==> config.mk <==
export PLATFORM = sky130hd
export DESIGN_NAME = fpga_issue_sched
export DESIGN_NICKNAME = d
export VERILOG_FILES = /design/src/rtl/fpga_issue_sched.sv
export SDC_FILE = /design/constraint.sdc
export NUM_CORES = 1
export LEC_CHECK = 0
export ABC_CLOCK_PERIOD_IN_PS = 5600
export CAP_MARGIN = 20
export CORE_UTILIZATION = 40
export CTS_BUF_LIST = sky130_fd_sc_hd__clkbuf_16
export DETAILED_ROUTE_END_ITERATION = 8
export PLACE_DENSITY = 0.66
export SLEW_MARGIN = 10
export SYNTH_ARGS = -nofsm -noshare
export SYNTH_HDL_FRONTEND = slang
export SYNTH_SLANG_ARGS = --single-unit
==> constraint.sdc <==
create_clock -name clk -period 5.6 [get_ports clk]
set_clock_uncertainty 0.1 [all_clocks]
set_input_delay 1.4 -clock clk [delete_from_list [all_inputs] [get_ports clk]]
set_output_delay 1.4 -clock clk [all_outputs]
set_load 0.02 [all_outputs]
==> src/rtl/fpga_issue_sched.sv <==
// fpga_issue_sched: issue scheduler and entry allocator for the FPGA-unit
// reservation station.
//
// Each cycle up to three ready RS entries are granted, one each to the
// functional units C1, C2 and E1, scanning circularly from a round-robin
// pointer. Per-unit latency counters block re-issue until the unit is free.
// A branch mispredict kills in-flight unit ops whose spectag is in the kill
// mask. Free entry addresses for dispatch are produced combinationally.
//
// Optional feature macro: FPGA_SCHED_E1_EN. When it is undefined, E1 is
// never granted, its state stays zero and its outputs are tied low.
//
// Ports:
//   clk, reset                     clock, async active-high reset
//   busyvec, ready, ent_spectag    RS entry status / per-entry spectag
//   req_num                        entries dispatch wants (3 counts as 2)
//   allocatable, allocent1/2       free-entry information for dispatch
//   stall_C1/C2/E1                 unit back-pressure
//   clearbusy_*, issueaddr_*       combinational grant per unit
//   prmiss, prsuccess, prtag,
//   specfixtag                     branch resolution
//   kill_C1/C2/E1                  registered one-cycle kill pulses
//   unit_busy                      {E1,C2,C1} latency counter non-zero

`ifndef FPGA_ENT_NUM
`define FPGA_ENT_NUM 4
`endif
`ifndef FPGA_ENT_SEL
`define FPGA_ENT_SEL 2
`endif
`ifndef SPECTAG_LEN
`define SPECTAG_LEN 5
`endif

module fpga_issue_sched #(
  parameter int ENT_NUM     = `FPGA_ENT_NUM,
  parameter int ENT_SEL     = `FPGA_ENT_SEL,
  parameter int SPECTAG_LEN = `SPECTAG_LEN,
  parameter int UNIT_LAT    = 4
) (
  input  logic                           clk,
  input  logic                           reset,
  input  logic [ENT_NUM-1:0]             busyvec,
  input  logic [ENT_NUM-1:0]             ready,
  input  logic [ENT_NUM*SPECTAG_LEN-1:0] ent_spectag,
  input  logic [1:0]                     req_num,
  output logic                           allocatable,
  output logic [ENT_SEL-1:0]             allocent1,
  output logic [ENT_SEL-1:0]             allocent2,
  input  logic                           stall_C1,
  input  logic                           stall_C2,
  input  logic                           stall_E1,
  output logic                           clearbusy_C1,
  output logic                           clearbusy_C2,
  output logic                           clearbusy_E1,
  output logic [ENT_SEL-1:0]             issueaddr_C1,
  output logic [ENT_SEL-1:0]             issueaddr_C2,
  output logic [ENT_SEL-1:0]             issueaddr_E1,
  input  logic                           prmiss,
  input  logic                           prsuccess,
  input  logic [SPECTAG_LEN-1:0]         prtag,
  input  logic [SPECTAG_LEN-1:0]         specfixtag,
  output logic                           kill_C1,
  output logic                           kill_C2,
  output logic                           kill_E1,
  output logic [2:0]                     unit_busy
);

  localparam int NU = 3;  // unit index: 0=C1, 1=C2, 2=E1
`ifdef FPGA_SCHED_E1_EN
  localparam logic [NU-1:0] UNIT_EN = 3'b111;
`else
  localparam logic [NU-1:0] UNIT_EN = 3'b011;
`endif

  logic [NU-1:0][3:0]             cnt_q, cnt_d;
  logic [NU-1:0][SPECTAG_LEN-1:0] tag_q, tag_d;
  logic [NU-1:0]                  kill_q, kill_d;
  logic [ENT_SEL-1:0]             rr_q, rr_d;

  logic [ENT_NUM-1:0][SPECTAG_LEN-1:0] st_arr;
  logic [NU-1:0]                  stall, avail, gnt;
  logic [NU-1:0][ENT_SEL-1:0]     gaddr;
  logic [NU-1:0][SPECTAG_LEN-1:0] gtag;
  logic [ENT_NUM-1:0]             taken;
  logic [ENT_SEL:0]               sum;
  logic [ENT_SEL-1:0]             idx, last_idx;
  logic                           any_gnt;

  logic [4:0]                     nfree;
  logic [1:0]                     req_eff;
  logic                           f1, f2;

  assign st_arr = ent_spectag;
  assign stall  = {stall_E1, stall_C2, stall_C1};

  // ---------------- allocation ----------------
  always_comb begin
    allocent1 = '0;
    allocent2 = '0;
    nfree     = '0;
    f1        = 1'b0;
    f2        = 1'b0;
    for (int i = 0; i < ENT_NUM; i++) begin
      if (!busyvec[i]) begin
        nfree = nfree + 5'd1;
        if (!f1) begin
          allocent1 = ENT_SEL'(i);
          f1        = 1'b1;
        end else if (!f2) begin
          allocent2 = ENT_SEL'(i);
          f2        = 1'b1;
        end
      end
    end
  end

  assign req_eff     = (req_num == 2'd3) ? 2'd2 : req_num;
  assign allocatable = (nfree >= {3'b000, req_eff});

  // ---------------- grant ----------------
  always_comb begin
    for (int u = 0; u < NU; u++)
      avail[u] = UNIT_EN[u] && (cnt_q[u] == 4'd0) && !stall[u] && !prmiss && !reset;
  end

  // Units are served in order; each takes the first untaken ready entry in
  // circular order from rr_q. Because units scan the same order, the last
  // grant made is always the furthest one around the ring.
  always_comb begin
    taken    = '0;
    gnt      = '0;
    gaddr    = '0;
    gtag     = '0;
    sum      = '0;
    idx      = '0;
    last_idx = '0;
    any_gnt  = 1'b0;
    for (int u = 0; u < NU; u++) begin
      for (int k = 0; k < ENT_NUM; k++) begin
        sum = {1'b0, rr_q} + (ENT_SEL+1)'(k);
        if (sum >= (ENT_SEL+1)'(ENT_NUM)) sum = sum - (ENT_SEL+1)'(ENT_NUM);
        idx = sum[ENT_SEL-1:0];
        if (avail[u] && !gnt[u] && ready[idx] && !taken[idx]) begin
          gnt[u]     = 1'b1;
          gaddr[u]   = idx;
          gtag[u]    = st_arr[idx];
          taken[idx] = 1'b1;
          last_idx   = idx;
          any_gnt    = 1'b1;
        end
      end
    end
  end

  assign clearbusy_C1 = gnt[0];
  assign clearbusy_C2 = gnt[1];
  assign clearbusy_E1 = gnt[2];
  assign issueaddr_C1 = gaddr[0];
  assign issueaddr_C2 = gaddr[1];
  assign issueaddr_E1 = gaddr[2];
  assign kill_C1      = kill_q[0];
  assign kill_C2      = kill_q[1];
  assign kill_E1      = kill_q[2];

  always_comb begin
    for (int u = 0; u < NU; u++) unit_busy[u] = (cnt_q[u] != 4'd0);
  end

  // ---------------- next state ----------------
  always_comb begin
    cnt_d  = cnt_q;
    tag_d  = tag_q;
    kill_d = '0;
    for (int u = 0; u < NU; u++) begin
      if (!UNIT_EN[u]) begin
        cnt_d[u] = '0;
        tag_d[u] = '0;
      end else if (prmiss) begin
        if (((tag_q[u] & specfixtag) != '0) && (cnt_q[u] != 4'd0)) begin
          cnt_d[u]  = '0;
          tag_d[u]  = '0;
          kill_d[u] = 1'b1;
        end else if (cnt_q[u] != 4'd0) begin
          cnt_d[u] = cnt_q[u] - 4'd1;
        end
      end else if (gnt[u]) begin
        cnt_d[u] = 4'(UNIT_LAT - 1);
        // A branch resolving correctly in the grant cycle must not leave its
        // tag on the new op.
        tag_d[u] = (prsuccess && (gtag[u] == prtag)) ? '0 : gtag[u];
      end else begin
        if (cnt_q[u] != 4'd0) cnt_d[u] = cnt_q[u] - 4'd1;
        if (prsuccess && (tag_q[u] == prtag)) tag_d[u] = '0;
      end
    end

    rr_d = rr_q;
    if (prmiss)
      rr_d = '0;
    else if (any_gnt)
      rr_d = (last_idx == ENT_SEL'(ENT_NUM - 1)) ? '0 : last_idx + ENT_SEL'(1);
  end

  always_ff @(posedge clk or posedge reset) begin
    if (reset) begin
      cnt_q  <= '0;
      tag_q  <= '0;
      kill_q <= '0;
      rr_q   <= '0;
    end else begin
      cnt_q  <= cnt_d;
      tag_q  <= tag_d;
      kill_q <= kill_d;
      rr_q   <= rr_d;
    end
  end

endmodule

==> summary.md, run 1 <==
| Metric | Value |
|---|---|
| Primary FF master, synth | dfrtp_1 |
| DRC viols | 10 |
| Post-synth cell types | 80 |
| Mapped Area | 3665 um2 |
| Die area | 9548 um2 |
| Int Power | 1.016 mW |
| Worst EP required | 4.10 ns |
| Slew @ Worst Pin | 0.8288 ns |
| Min-Delay Startpoint | cnt_q[0]$_DFF_PP0_ |
| Max cap viols | 0 |
| Number of synthesized register bits | 22 |
| Max VDD drop | 0.1720 mV |
| Slew headroom | 44.69% |
| Fin util | 60.71% |
| HP Class | reg2reg |
| Worst-Skew Late Latency | 0.26 ns |
| Tot Pwr | 1.878 mW |
| Vias in the first global route | 3904 |
| GR Util All Layers | 23.96% |
| Met2 wire len | 5403 um |
| CP Launch Point | ready[3] |
| Syn avg cell area | 8.895 um2 |
| Final Cell Area | 5346 um2 |
| Number of I/O port buffers | 60 |
| R2R depth | 17 |
| Net Sw Frac | 45.93% |
| Clock tree root driver cell | clkbuf_16 |
| RR Startpoint | rr_q[1]$_DFFE_PP0P_ |
| Setup crit start kind | input pin |
| Largest net degree at the start of global routing | 28 |
| Layout fillers | 761 |
| EDFF count, synth | 0 |
| Crit path DAT | 4.38 ns |
| Routed WL | 11250 um |
| Layout area overhead | 45.89% |
| Routability Congestion | 0.9511 |
| Drt initial violations | 222 |
| FF-to-FF End | tag_q[7]$_DFFE_PP0P_ |
| Setup_tns | -0.8083 ns |
| Min-Delay Path Depth | 1 |
| Clk sinks | 22 |
| Psw | 862.5 uW |
| Initial core utilization | 41.62% |
| Drt first pass iters | 6 |
| Avg WL per Cell | 16.94 um |
| Number of CTS-inserted buffers | 3 |
| Seq/Total Area, Yosys | 15.02% |
| Clk pwr share | 8.1% |
| CP endpoint kind | output pin |
| Post-DR vias/cell | 5.940 |
| Core ar. | 8806 um2 |
| Fin. Hold Viols | 0 |
| FFs w/ async S/R, synth | 100.0% |
| Final period util | 105.0% |
| Sequential share of power | 16.0% |
| Total grt overflow | 0 |
| Via Count | 3944 |
| First-pass GRT wire length | 18540 um |
| Die height | 97.72 um |
| Highest clock rate | 170.0 MHz |
| DP Cell Count | 644 |
| Failing checks | DRC, setup timing |
| H-tree Lvls | 1 |
| CTS tree | built |
| Worst setup path class | in2out |
| Leak | 2.134 nW |
| Fin crit period | 5.881 ns |
| RSZ-0062 raised after global routing | true |
| # setup viols final | 3 |
| HPWL after detailed placement | 8949 um |
| Clk buf depth | 2 |
| Comb pwr share | 76.0% |
| Slew Viols, Final | 0 |
| Ys Warns | 0 |
| Status | finished with violations |
| Maximum fanout along the worst path | 6 |
| Post-route insts no fill | 664 |
| Die Wd | 97.72 um |
| Worst R2R Setup Slack | 0.92 ns |
| Nets | 616 |
| Antenna cell count | 0 |
| Worst Hold Endpoint | cnt_q[0]$_DFF_PP0_ |
| Final ANT Viol Nets | 0 |
| Met3 wire length | 560 um |
| Placed instance area | 5051 um2 |
| Post-Syn Instances | 412 |
| Top Ports | 67 |
| Pwr Density | 351.3 nW/um2 |
| Final worst slack | -0.2811 ns |
| Max Used Layer | met4 |
| M1 wire length | 5069 um |
| Worst-path clk slew | 0.05 ns |
| Share of post-route cells with drive strength above 1 | 34.89% |
| Initial antenna violation count | 0 |
| Rows | 34 |
[Yosys cell counts (4+ instances only)]
cell type	n	area [um2]
nand2_1	41	153.9
mux4_2	25	563.0
nor3_1	7	35.03
buf_4	6	45.04
mux2_2	6	67.56
mux2i_1	4	40.04
a211o_1	5	43.79
buf_2	4	20.02
ha_1	12	150.1
nand4_1	5	31.28
dfrtp_1	22	550.5
o21ai_0	11	55.05
nand2b_1	12	75.07
a22o_1	7	61.31
xor2_1	15	131.4
a31oi_1	10	62.56
xnor2_1	10	87.58
nand3_1	14	70.07
nor2b_1	11	68.82
nand3b_1	4	30.03
nor4_1	7	43.79
and3_1	6	37.54
a22oi_1	14	105.1
or3_1	5	31.28
clkbuf_1	12	45.04
inv_1	18	67.56
nor2_1	24	90.09
a21oi_1	12	60.06
[final cells by class]
class                      instances  area [um2]  area share (%)
clock inverter                     1       3.754         0.07021
clock buffer                       3       75.07           1.404
inverter                          20       75.07           1.404
timing repair buffer             163        1400           26.19
sequential                        22       551.8           10.32
multi-input combinational        347        3105           58.09
tap                              108       135.1           2.528
[per-stage QoR]
step | hold WS (ns) | setup WS, ns
after floorplan | 0.4054 | -0.0005542
after global placement | 0.4321 | -1.058
after detailed placement | 0.4366 | -1.136
after CTS | 0.4635 | -0.2559
after global routing | 0.4893 | -0.4075
final | 0.4573 | -0.2811
[layer usage]
layer  vias to the layer above  global-route usage, %
li1                       1884                      -
met1                      1917                  32.28
met2                       125                  40.75
met3                        18                  2.374
met4                         0                  6.993
met5                         -                      0
[worst max-delay path, cell delays in order]
cell	delay, ns
buf_6	0.09
mux4_2	0.58
buf_4	0.19
o311ai_4	0.38
a31oi_4	0.15
o311ai_2	0.37
a211o_1	0.24
and4bb_4	0.29
o211ai_2	0.14
a31oi_4	0.28
nand2_2	0.11
buf_6	0.14
[what timing repair did]
| item | CTS | global route |
|---|---|---|
| pin swaps | 20 | 2 |
| endpoints found under the setup margin | 6 | 5 |
| resized for setup | 60 | 2 |
| hold buffers | 0 | 0 |
| setup buffers | 14 | 2 |
[power groups by stage]
stage | sequential, mW | clock, mW | combinational, mW
after floorplan | 0.288 | 0 | 0.911
after global placement | 0.296 | 0 | 1.32
after detailed placement | 0.300 | 0 | 1.35
after CTS | 0.300 | 0.152 | 1.42
after global routing | 0.309 | 0.161 | 1.55
final | 0.300 | 0.151 | 1.43
[state kept, by name (all words and copies together), names as in the netlist]
register	count
kill_q	2
cnt_q	8
tag_q	10
rr_q	2
[placed cells by master (no fill, tap or decap), types with 5 or more instances in the layout]
cell	Yosys	layout
buf_4	6	99
clkdlybuf4s50_1	0	48
nand2_1	41	41
mux4_2	25	25
nor2_1	24	22
dfrtp_1	22	21
inv_1	18	18
xor2_1	15	15
a22oi_1	14	14
nand3_1	14	12
nand2b_1	12	12
ha_1	12	12
o21ai_0	11	11
buf_6	3	11
xnor2_1	10	10
nor2b_1	11	10
a21oi_1	12	10
a31oi_1	10	9
a22o_1	7	7
mux2_2	6	6
and3_1	6	6
nor4_1	7	5
nand4_1	5	5
nor3_1	7	5
a211o_1	5	5
conb_1	1	5
[how the worst max path moves through the flow]
stage	slack (ns)	depth (start not counted)	to
3_3_place_gp	-1.06	13	issueaddr_C2[1]
5_1_grt	-0.41	12	clearbusy_C2
2_1_floorplan	-0.0006	11	issueaddr_C2[1]
6_report	-0.28	12	clearbusy_C2
3_5_place_dp	-1.14	13	issueaddr_C2[1]
4_1_cts	-0.26	12	issueaddr_C2[1]
[kinds of logic (layout without fill, tap and decap cells)]
kind of cell	count (synthesis)	in the layout	synth area share, %
AO/OA/AOI/OAI	110	110	24.48
XOR/XNOR	28	28	7.306
adder cells (fa/ha/maj)	12	12	4.097
buffers and inverters	47	187	6.179
flip-flops	22	22	15.02
multiplexers	36	36	18.91
other	1	5	0.1023
AND/OR/NAND/NOR	156	156	23.90
Power figures use the tool's default switching activity.
==> inputs of run 2 (changes only) <==
--- a/config.mk
+++ b/config.mk
@@ -5,12 +5,14 @@
 export SDC_FILE = /design/constraint.sdc
 export NUM_CORES = 1
 export LEC_CHECK = 0
+export ABC_AREA = 1
 export ABC_CLOCK_PERIOD_IN_PS = 5600
 export CAP_MARGIN = 20
 export CORE_UTILIZATION = 40
-export CTS_BUF_LIST = sky130_fd_sc_hd__clkbuf_16
+export CTS_BUF_LIST = sky130_fd_sc_hd__clkbuf_4 sky130_fd_sc_hd__clkbuf_8
 export DETAILED_ROUTE_END_ITERATION = 8
-export PLACE_DENSITY = 0.66
+export PLACE_DENSITY = 0.67
+export SKIP_LAST_GASP = 1
 export SLEW_MARGIN = 10
 export SYNTH_ARGS = -nofsm -noshare
 export SYNTH_HDL_FRONTEND = slang
==> run 2 against run 1 <==
The flow finishes with violations (setup timing). Clock power rose by 3%. Highest routed layer unchanged. Largest power group unchanged. Sequential power fell by 12%. Area after synthesis down 4.0%.
==> summary.md, run 2 <==
| Metric | Value |
|---|---|
| Crit path max-delay family | simple AND/OR/NAND/NOR gates |
| Nets | 757 (+23%) |
| Layout area overhead | 41.43% |
| Primary FF master, synth | dfrtp_1 |
| Post-synth top area share | 15.65% (+0.28 points) |
| RSZ-0062 raised after global routing | true |
| Slew Viols, Final | 0 (unchanged) |
| CTS tree | built |
| DP Cell Count | 762 (+18%) |
| Pwr Density | 255.9 nW/um2 (-27%) |
| Max VDD drop | 0.1227 mV (-29%) |
| Layout fillers | 743 (-2.4%) |
| FFs w/ async S/R, synth | 100.0% (unchanged) |
| Rows | 33 (-2.9%) |
| Hold buffers post-CTS | 0 (unchanged) |
| Max reg flops | 10 (unchanged) |
| Worst EP required | 4.10 ns (about the same) |
| Die Wd | 95.79 um (-2.0%) |
| Min-Delay Startpoint | tag_q[9]$_DFFE_PP0P_ |
| R2R depth | 36 (+19) |
| Mapped Area | 3518 um2 (-4.0%) |
| Count of buffer and inverter cells on the critical path | 9 (+6) |
| Setup crit start kind | input pin |
| DRC viols | 0 (-10) |
| Fin crit period | 5.778 ns (-0.1033 ns) |
| Post-synth cell types | 47 (-41%) |
| Synth cell count leaders | nand2_1, inv_1, o21ai_0 |
| Drt initial violations | 282 (+27%) |
| Top Ports | 67 (unchanged) |
| Most frequent cells in the layout | nand2_1, inv_1, buf_4, o21ai_0, clkdlybuf4s50_1 |
| CP endpoint kind | output pin |
| # setup viols final | 3 (unchanged) |
| Final ANT Viol Nets | 0 (unchanged) |
| Clk sinks | 22 (unchanged) |
| Via Count | 4256 (+7.9%) |
| Cell with the most instances after synthesis | nand2_1 |
| Most used cell, CP | nand2_2 |
| Vias in the first global route | 4078 (+4.5%) |
| Final period util | 103.2% (-1.8 points) |
| HP Class | reg2reg |
| Share of post-route cells with drive strength above 1 | 27.12% (-7.8 points) |
| Number of CTS-inserted buffers | 3 (unchanged) |
| Final worst slack | -0.1778 ns (+0.1033 ns) |
| Routability Congestion | 0.9013 (-5.2%) |
| Leak | 2.473 nW (+16%) |
| Routed WL | 11190 um (-0.51%) |
| EDFF count, synth | 0 (unchanged) |
| Crit path DAT | 4.28 ns (-0.10 ns) |
| Initial core utilization | 41.98% (+0.36 points) |
| Worst Hold Endpoint | tag_q[9]$_DFFE_PP0P_ |
| Biggest regs | tag_q (10), cnt_q (8) |
| Drt first pass iters | 5 (-1) |
| Highest clock rate | 173.1 MHz (+1.8%) |
| Maximum fanout along the worst path | 5 (-1) |
| Post-DR vias/cell | 5.307 (-11%) |
| Worst setup path class | in2out |
| Worst-path clk slew | 0.09 ns (+0.04 ns) |
| Cell accounting for the most synthesized area | dfrtp_1 |
| Seq/Total Area, Yosys | 15.65% (+0.63 points) |
| Die area | 9175 um2 (-3.9%) |
| H-tree Lvls | 1 (unchanged) |
| Syn avg cell area | 6.183 um2 (-30%) |
| Fin. Hold Viols | 0 (unchanged) |
| FF-to-FF End | tag_q[5]$_DFFE_PP0P_ |
| RR Startpoint | cnt_q[0]$_DFF_PP0_ |
| Initial antenna violation count | 0 (unchanged) |
| Failing checks | setup timing |
| Max cap viols | 0 (unchanged) |
| Biggest register | tag_q |
| Crit path max-delay cell type | nor2_4 |
| Post-route insts no fill | 802 (+21%) |
| Total grt overflow | 0 (unchanged) |
| Antenna cell count | 0 (unchanged) |
| Post-Syn Instances | 569 (+38%) |
| Avg WL per Cell | 13.96 um (-18%) |
| Pre-CTS setup slack | -0.9618 ns (+0.1744 ns) |
| HPWL after detailed placement | 8251 um (-7.8%) |
| Synth top area cells | dfrtp_1, nand2_1, inv_1 |
| Largest net degree at the start of global routing | 37 (+32%) |
| Core ar. | 8382 um2 (-4.8%) |
| Slew @ Worst Pin | 0.8732 ns (+0.04447 ns) |
| Min-Delay Path Depth | 2 (+1) |
| Die height | 95.79 um (-2.0%) |
| CP max stage delay | 0.22 ns (-0.36 ns) |
| Ys Warns | 0 (unchanged) |
| Clock tree root driver cell | clkbuf_8 |
| Worst R2R Setup Slack | 1.15 ns (+0.23 ns) |
| First-pass GRT wire length | 18380 um (-0.86%) |
| Worst-Skew Late Latency | 0.27 ns (about the same) |
| Most common cell after layout, fill and taps aside | nand2_1 |
| Status | finished with violations |
| GR Util All Layers | 24.92% (+0.96 points) |
| Slew headroom | 41.72% (-3.0 points) |
| Number of synthesized register bits | 22 (unchanged) |
| Number of I/O port buffers | 60 (unchanged) |
| Clk buf depth | 2 (unchanged) |
==> run 2: cell types whose count changed in the layout (fill, tap and decap cells not counted), sizes merged, moves of 12 or more <==
cell / before / now
a31oi: 13 / 0
inv: 20 / 101
o21ai: 12 / 59
nand4: 5 / 22
nor2: 25 / 48
nand2b: 12 / 0
nand3: 15 / 47
a22oi: 14 / 0
nand2: 42 / 159
buf: 110 / 93
mux4: 25 / 0
==> run 2: per-stage QoR <==
step	hold slack, ns	TNS [ns]	instance area, um2	power, mW	utilization [%]
2_1_floorplan	0.3715	0	3533	0.8057	-
3_3_place_gp	0.4237	-2.447	4478	1.018	53.43
3_5_place_dp	0.4242	-2.700	4478	1.039	53.43
4_1_cts	0.4454	-0.1499	4870	1.243	58.10
5_1_grt	0.5005	-1.020	4976	1.373	59.37
6_report	0.4596	-0.4387	4976	1.273	59.37
==> run 2: worst max-delay path by stage <==
stage / start / to / slack [ns] / cells after the start
detailed placement: prmiss / issueaddr_C2[1] / -0.96 / 23
global route: reset / issueaddr_C2[0] / -0.37 / 27
finish: reset / issueaddr_C2[1] / -0.18 / 31
CTS: reset / issueaddr_C2[1] / -0.08 / 27
global placement: prmiss / issueaddr_C2[1] / -0.87 / 24
floorplan: prmiss / issueaddr_C2[1] / 0.25 / 27
==> run 2: per-layer routing <==
layer | part of all wire (%) | up-vias | wire, um | GRT usage [%]
li1 | - | 2111 | - | -
met2 | 47 | 186 | 5252 | 42.86
met3 | 5.7 | 31 | 636 | 2.765
met4 | 3.1 | 0 | 342 | 7.090
met5 | 0 | - | 0 | 0
met1 | 44 | 1928 | 4962 | 32.78
==> run 2: cell families after synthesis <==
| group | Yosys count | synth area share (%) |
|---|---|---|
| AOI/OAI and AO/OA | 112 | 19.99 |
| xor gates and xnor gates | 12 | 2.987 |
| adders and majority gates | 12 | 4.267 |
| buffers and inverters | 124 | 14.94 |
| DFF | 22 | 15.65 |
| other | 1 | 0.1066 |
| and+or+nand+nor | 286 | 42.07 |
==> run 2: worst reg2reg max path: cells and delay by family, from the launching register on <==
family | cells | cell delay [ns]
buffers and inverters | 7 | 0.62
adder cells (fa/ha/maj) | 1 | 0.18
flip-flops | 1 | 0.41
AO/OA/AOI/OAI | 1 | 0.27
AND/OR/NAND/NOR | 27 | 2.77
==> run 2: area by class of cell <==
type	count	area (um2)	area share, %
tap	105	131.4	2.640
sequential	22	550.5	11.06
multi-input combinational	427	2608	52.40
timing repair buffer	143	1226	24.64
inverter	101	389.1	7.820
clock inverter	1	30.03	0.6035
clock buffer	3	41.29	0.8298
==> run 2: timing repair <==
| action | 4_1_cts | 5_1_grt |
|---|---|---|
| setup endpoints to repair | 3 | 4 |
| gates resized for setup | 78 | 14 |
| hold endpoints to repair | 0 | 0 |
| buffers inserted | 31 | 5 |
| pin swaps | 29 | 8 |
==> run 2: where the power goes <==
| part | leakage (nW) | switching, mW | internal (mW) |
|---|---|---|---|
| sequential | 0.288 | 0.0448 | 0.220 |
| clock | 0.0357 | 0.0601 | 0.0956 |
| combinational | 2.15 | 0.510 | 0.343 |
==> inputs of run 3 (changes only) <==
--- a/config.mk
+++ b/config.mk
@@ -7,7 +7,7 @@
 export LEC_CHECK = 0
 export ABC_AREA = 1
 export ABC_CLOCK_PERIOD_IN_PS = 5600
-export CAP_MARGIN = 20
+export CAP_MARGIN = 15
 export CORE_UTILIZATION = 40
 export CTS_BUF_LIST = sky130_fd_sc_hd__clkbuf_4 sky130_fd_sc_hd__clkbuf_8
 export DETAILED_ROUTE_END_ITERATION = 8
==> results of run 3 <==
No change in the layout: final DEF, timing and power equal those of run 2.
